**config.mk**
```make
export PLATFORM = sky130hd
export DESIGN_NAME = mem_arbiter
export DESIGN_NICKNAME = d
export VERILOG_FILES = /design/src/rtl/mem_arbiter_pkg.sv /design/src/rtl/mem_arbiter_pick.sv /design/src/rtl/mem_arbiter.sv
export SDC_FILE = /design/constraint.sdc
export NUM_CORES = 1
export LEC_CHECK = 0
export CAP_MARGIN = 20
export CORE_UTILIZATION = 38
export CTS_CLUSTER_DIAMETER = 200
export CTS_CLUSTER_SIZE = 14
export DETAILED_ROUTE_END_ITERATION = 7
export PLACE_DENSITY = 0.78
export SKIP_CTS_REPAIR_TIMING = 1
export SYNTH_ARGS = -nofsm -noshare
export SYNTH_HDL_FRONTEND = slang
export SYNTH_HIERARCHICAL = 1
export SYNTH_SLANG_ARGS = --single-unit
```
**constraint.sdc**
```tcl
create_clock -name clk -period 1.6 [get_ports clk]
set_clock_uncertainty 0.05 [all_clocks]
set_input_delay 0.32 -clock clk [delete_from_list [all_inputs] [get_ports clk]]
set_output_delay 0.32 -clock clk [all_outputs]
set_load 0.01 [all_outputs]
```
**src/rtl/mem_arbiter_pkg.sv**
```systemverilog
`default_nettype none
//==============================================================================
// Module : mem_arbiter_pkg
// Desc   : Shared state encoding, arbitration modes and index width.
// Rev    : 1.0  initial release
//==============================================================================
package mem_arbiter_pkg;

    localparam int c_max_ch = 8;
    localparam int c_idx_w  = $clog2(c_max_ch);

    typedef logic [1:0] state_t;

    localparam state_t c_st_idle = 2'd0;
    localparam state_t c_st_busy = 2'd1;
    localparam state_t c_st_resp = 2'd2;

    localparam logic c_mode_fixed = 1'b0;
    localparam logic c_mode_rr    = 1'b1;

endpackage
`default_nettype wire

```
**src/rtl/mem_arbiter_pick.sv**
```systemverilog
`default_nettype none
//==============================================================================
// Module : arb_pick
// Desc   : Combinational request picker, fixed or rotating priority.
// Rev    : 1.0  initial release
//==============================================================================
module arb_pick
    import mem_arbiter_pkg::*;
#(
    parameter int N_CH = 2
) (
    input  logic [N_CH-1:0]    req,
    input  logic [c_idx_w-1:0] ptr,
    input  logic               mode,
    output logic [N_CH-1:0]    gnt,
    output logic [c_idx_w-1:0] idx
);

    int              w_start;
    logic [N_CH-1:0] w_mask;
    logic [N_CH-1:0] w_src;

    // Requests at or above the start point take precedence; otherwise wrap to the bottom.
    always_comb begin
        w_start = (mode == c_mode_rr) ? int'(ptr) : 0;
        w_mask  = '0;
        for (int j = 0; j < N_CH; j++) begin
            w_mask[j] = req[j] && (j >= w_start);
        end
        w_src = (|w_mask) ? w_mask : req;
        gnt   = '0;
        idx   = '0;
        for (int j = N_CH - 1; j >= 0; j--) begin
            if (w_src[j]) begin
                gnt = N_CH'(1) << j;
                idx = c_idx_w'(j);
            end
        end
    end

endmodule
`default_nettype wire

```
**src/rtl/mem_arbiter.sv**
```systemverilog
`default_nettype none
//==============================================================================
// Module : mem_arbiter
// Desc   : N-channel arbiter onto a single memory port with timeout abort.
// Rev    : 1.0  initial release
//==============================================================================
module mem_arbiter
    import mem_arbiter_pkg::*;
#(
    parameter int N_CH    = 2,
    parameter int ADDR_W  = 32,
    parameter int DATA_W  = 32,
    parameter int RR_MODE = 1,
    parameter int TIMEOUT = 255
) (
    input  logic                   clk,
    input  logic                   rst,
    input  logic [N_CH-1:0]        ch_cs,
    input  logic [N_CH-1:0]        ch_we,
    input  logic [N_CH*ADDR_W-1:0] ch_addr,
    input  logic [N_CH*DATA_W-1:0] ch_din,
    output logic [DATA_W-1:0]      ch_dout,
    output logic [N_CH-1:0]        ch_ack,
    output logic [N_CH-1:0]        ch_err,
    output logic [N_CH-1:0]        gnt_o,
    output logic                   mem_cs_o,
    output logic                   mem_we_o,
    output logic [ADDR_W-1:0]      mem_addr_o,
    output logic [DATA_W-1:0]      mem_data_o,
    input  logic [DATA_W-1:0]      mem_data_i,
    input  logic                   mem_ack_i
);

    localparam int c_cnt_w = (TIMEOUT < 2) ? 1 : $clog2(TIMEOUT + 1);
    localparam logic [c_cnt_w-1:0] c_tc = c_cnt_w'(TIMEOUT - 1);
    localparam logic c_mode = (RR_MODE != 0) ? c_mode_rr : c_mode_fixed;

    state_t               r_state;
    state_t               w_next;
    logic [c_idx_w-1:0]   r_ptr;
    logic [N_CH-1:0]      r_gnt;
    logic                 r_we;
    logic [ADDR_W-1:0]    r_addr;
    logic [DATA_W-1:0]    r_din;
    logic [DATA_W-1:0]    r_dout;
    logic                 r_err;
    logic [c_cnt_w-1:0]   r_cnt;

    logic [N_CH-1:0]      w_pick_gnt;
    logic [c_idx_w-1:0]   w_pick_idx;
    logic [c_idx_w-1:0]   w_ptr_next;
    logic                 w_sel_we;
    logic [ADDR_W-1:0]    w_sel_addr;
    logic [DATA_W-1:0]    w_sel_din;
    logic                 w_timeout;

    arb_pick #(.N_CH(N_CH)) u_pick (
        .req  (ch_cs),
        .ptr  (r_ptr),
        .mode (c_mode),
        .gnt  (w_pick_gnt),
        .idx  (w_pick_idx)
    );

    always_comb begin
        w_sel_we   = 1'b0;
        w_sel_addr = '0;
        w_sel_din  = '0;
        for (int i = 0; i < N_CH; i++) begin
            if (w_pick_gnt[i]) begin
                w_sel_we   = ch_we[i];
                w_sel_addr = ch_addr[i*ADDR_W +: ADDR_W];
                w_sel_din  = ch_din[i*DATA_W +: DATA_W];
            end
        end
        w_ptr_next = (w_pick_idx == c_idx_w'(N_CH - 1)) ? '0 : w_pick_idx + c_idx_w'(1);
        w_timeout  = (TIMEOUT != 0) && (r_cnt == c_tc);
    end

    always_ff @(posedge clk) begin
        if (!rst) begin
            r_state <= c_st_idle;
        end else begin
            r_state <= w_next;
        end
    end

    always_comb begin
        w_next = r_state;
        case (r_state)
            c_st_idle: if (|ch_cs) w_next = c_st_busy;
            c_st_busy: if (mem_ack_i || w_timeout) w_next = c_st_resp;
            c_st_resp: w_next = c_st_idle;
            default:   w_next = c_st_idle;
        endcase
    end

    // Request capture, timeout counting and response data.
    always_ff @(posedge clk) begin
        if (!rst) begin
            r_ptr  <= '0;
            r_gnt  <= '0;
            r_we   <= 1'b0;
            r_addr <= '0;
            r_din  <= '0;
            r_dout <= '0;
            r_err  <= 1'b0;
            r_cnt  <= '0;
        end else begin
            case (r_state)
                c_st_idle: begin
                    if (|ch_cs) begin
                        r_gnt  <= w_pick_gnt;
                        r_ptr  <= w_ptr_next;
                        r_we   <= w_sel_we;
                        r_addr <= w_sel_addr;
                        r_din  <= w_sel_din;
                        r_err  <= 1'b0;
                        r_cnt  <= '0;
                    end
                end
                c_st_busy: begin
                    r_cnt <= r_cnt + c_cnt_w'(1);
                    if (mem_ack_i) begin
                        r_dout <= r_we ? '0 : mem_data_i;
                    end else if (w_timeout) begin
                        r_dout <= '0;
                        r_err  <= 1'b1;
                    end
                end
                c_st_resp: r_gnt <= '0;
                default:   r_gnt <= '0;
            endcase
        end
    end

    always_comb begin
        mem_cs_o   = (r_state == c_st_busy);
        mem_we_o   = mem_cs_o && r_we;
        mem_addr_o = mem_cs_o ? r_addr : '0;
        mem_data_o = mem_cs_o ? r_din : '0;
        ch_ack     = (r_state == c_st_resp) ? r_gnt : '0;
        ch_err     = ((r_state == c_st_resp) && r_err) ? r_gnt : '0;
        gnt_o      = r_gnt;
        ch_dout    = r_dout;
    end

endmodule
`default_nettype wire
```
==> results.md <==
* Finished Core Util at 73.0%
* Largest net degree at the start of global routing at 70
* Element type at the critical path start: flip-flop
* Hold path cells at 2
* CTS clk-pin slew, worst paths at 0.06 ns
* WL final at 23.0 mm
* Ys flop type: dfxtp_1
* Total gr overflow at 0
* Slew headroom at 64.9%
* Final max-slew violation count at 0
* Drt pass-1 iters at 5
* Mean Syn Cell Area at 9.08 um2
* Port Buf Inserts at 270
* Worst hold start: rst
* Layout Nets at 1092
* Total Routing Usage GR at 23.9%
* Crit. End Element: output port
* Ys Warns at 6
* Area growth from synthesis to layout at 86.4%
* Max VDD drop at 0.000836 V
* Clk buf depth at 2
* Worst-margin pin slew at 0.527 ns
* Post-synthesis sequential area ratio at 39.6%
* Clock tree from TritonCTS: built
* Post-route insts no fill at 1120
* CP required at 1.23 ns
* Area of the core at 14600 um2
* Leak Pwr at 5.04 nW
* Fillers at 1035
* Via-per-instance ratio at 5.71
* Post-synth cell types at 45
* Share of cells above drive strength 1 at 30.4%
* Ant. Diodes at 0
* Initial Utilization at 39.2%
* Reg-to-Reg Start: r_ptr[1]
* FMAX at 0.514 GHz
* Sink Count at 113
* Crit path max fanout at 6
* Status: finished, violations left
* Setup WS post-layout at -0.346 ns
* R2R depth at 7
* Root Buffer: clkbuf_16
* Failing checks: negative setup slack
* Post-synth EDFFs at 0
* First-pass GRT wire length at 29.9 mm
* Hold WC Path Type: in -> reg
* H-Tree Depth at 4
* Synthesized area at 5710 um2
* Die width at 125 um
* Count of state elements after synthesis at 113
* Initial antenna violation count at 0
* CP arrival at 1.58 ns
* Largest cells by area after synthesis: dfxtp_1 (40%), a21oi_1 (8.2%), o311a_1 (8.1%)
* Pwr dens at 1000 nW/um2
* Row count at 44
* RSZ-0062 raised after global routing: true
* Drt first-iter violations at 321
* Async SR Flop Fraction at 0%
* Final min period at 1.95 ns
* Post-route ant nets at 0
* Worst Hold Endpoint: r_din[17]
* Critical path type: reg -> out
* Cell count after placement at 1039
* Vias at 6394
* Post-detail-place hpwl at 12.3 mm
* Area leader, netlist: dfxtp_1
* Residual DRC at 0
* WL per Instance at 20.5 um
* Worst reg2reg setup slack at -0.26 ns
* Placer Congestion at 0.746
* Max-cap violations at 0
* Final setup violation count at 136
* RR Endpoint: r_din[29]
* Total CTS buffers at 17
* Vias in the first global route at 5720
* Area share of the largest cell type after synthesis at 39.6%
* Die H at 125 um
* Die area at 15500 um2
* Gate count after technology mapping at 629
* Worst skew pair latency at 0.41 ns
* Final Hold Fails at 0
* Final worst-path cycle share at 122%
* # IOs at 271
==> stage by stage <==
stage,TNS (ns),power (mW),setup WS (ns),hold WS [ns],instance area (um2)
2_1_floorplan,-4.50,4.48,-0.108,0.401,5750
3_3_place_gp,-47.17,5.57,-0.373,0.419,8720
3_5_place_dp,-49.23,5.61,-0.450,0.426,8720
4_1_cts,-57.53,10.1,-0.713,0.193,9420
5_1_grt,-36.47,11.1,-0.391,0.199,10600
6_report,-27.93,10.7,-0.346,0.203,10600
==> kinds of logic after synthesis <==
kind of cell	share of synthesized area [%]
compound gates	41.2
flops	39.6
simple gates	10.8
buf+inv	7.12
mux	0.547
fa+ha+maj	0.438
other cells	0.131
xor+xnor	0.153
==> worst max-delay path, cell delays in order (launching register included) <==
cell,delay (ns)
dfxtp_2,0.32
nand2b_4,0.14
inv_6,0.05
buf_6,0.12
buf_12,0.13
buf_8,0.12
and2_4,0.15
buf_6,0.11
==> Yosys cell counts (4+ instances only) <==
library cell	count
clkbuf_1	37
a21oi_1	94
a22o_1	45
a21o_1	46
dfxtp_1	113
nand2b_1	4
a211oi_1	54
a22oi_1	19
o311a_1	46
buf_2	31
buf_4	9
and2_1	67
nand2_1	11
==> report_power, final <==
| group | internal, mW | leakage, nW | switching, mW | total (mW) |
|---|---|---|---|---|
| Clock | 3.13 | 0.343 | 1.34 | 4.46 |
| Combinational | 1.70 | 3.77 | 1.28 | 2.98 |
| Sequential | 3.09 | 0.930 | 0.150 | 3.24 |
==> layout make-up <==
| cell class | count | area (um2) | area share [%] |
|---|---|---|---|
| multi-input cells | 432 | 3420 | 32.2 |
| inverters | 6 | 27.5 | 0.258 |
| clock buffers | 23 | 498 | 4.68 |
| well taps | 184 | 230 | 2.16 |
| repair buffers | 353 | 4000 | 37.6 |
| flip-flops and latches | 113 | 2270 | 21.3 |
| clock inverters | 9 | 199 | 1.87 |
==> routing by layer <==
layer	GRT usage [%]	routed length, um
met4	7.02	229
met3	7.35	1820
met1	28.8	9180
met5	0	0
met2	40.6	11700
==> registers in the layout, indices dropped and copies added (netlist names) <==
register / count
ch_dout: 32
r_addr: 32
r_din: 32
r_cnt: 8
r_ptr: 3
gnt_o: 2
r_state: 2
r_err: 1
r_we: 1
==> worst max-delay path by stage <==
stage	from	slack [ns]	endpoint
after global placement	ch_cs[0]	-0.37	r_din[7]
after CTS	r_state[1]	-0.71	mem_addr_o[13]
final	r_state[1]	-0.35	mem_data_o[20]
after detailed placement	ch_cs[0]	-0.45	r_din[7]
after global routing	r_state[1]	-0.39	mem_data_o[20]
after floorplan	r_ptr[2]	-0.11	r_addr[11]
==> placed cells by master (no fill, tap or decap), drive strengths merged, types with 3 or more instances in the layout <==
cell / count
buf: 118
conb: 3
clkinv: 3
nor2: 3
o211ai: 3
a211oi: 54
dlymetal6s2s: 34
bufinv: 6
dfxtp: 113
clkbuf: 59
clkdlybuf4s50: 165
a21o: 46
a22o: 45
nand2: 11
inv: 6
a22oi: 19
o311a: 46
a21oi: 94
nand2b: 4
and2: 67
nand3: 3
No activity file was read; power rests on OpenSTA's default activity.
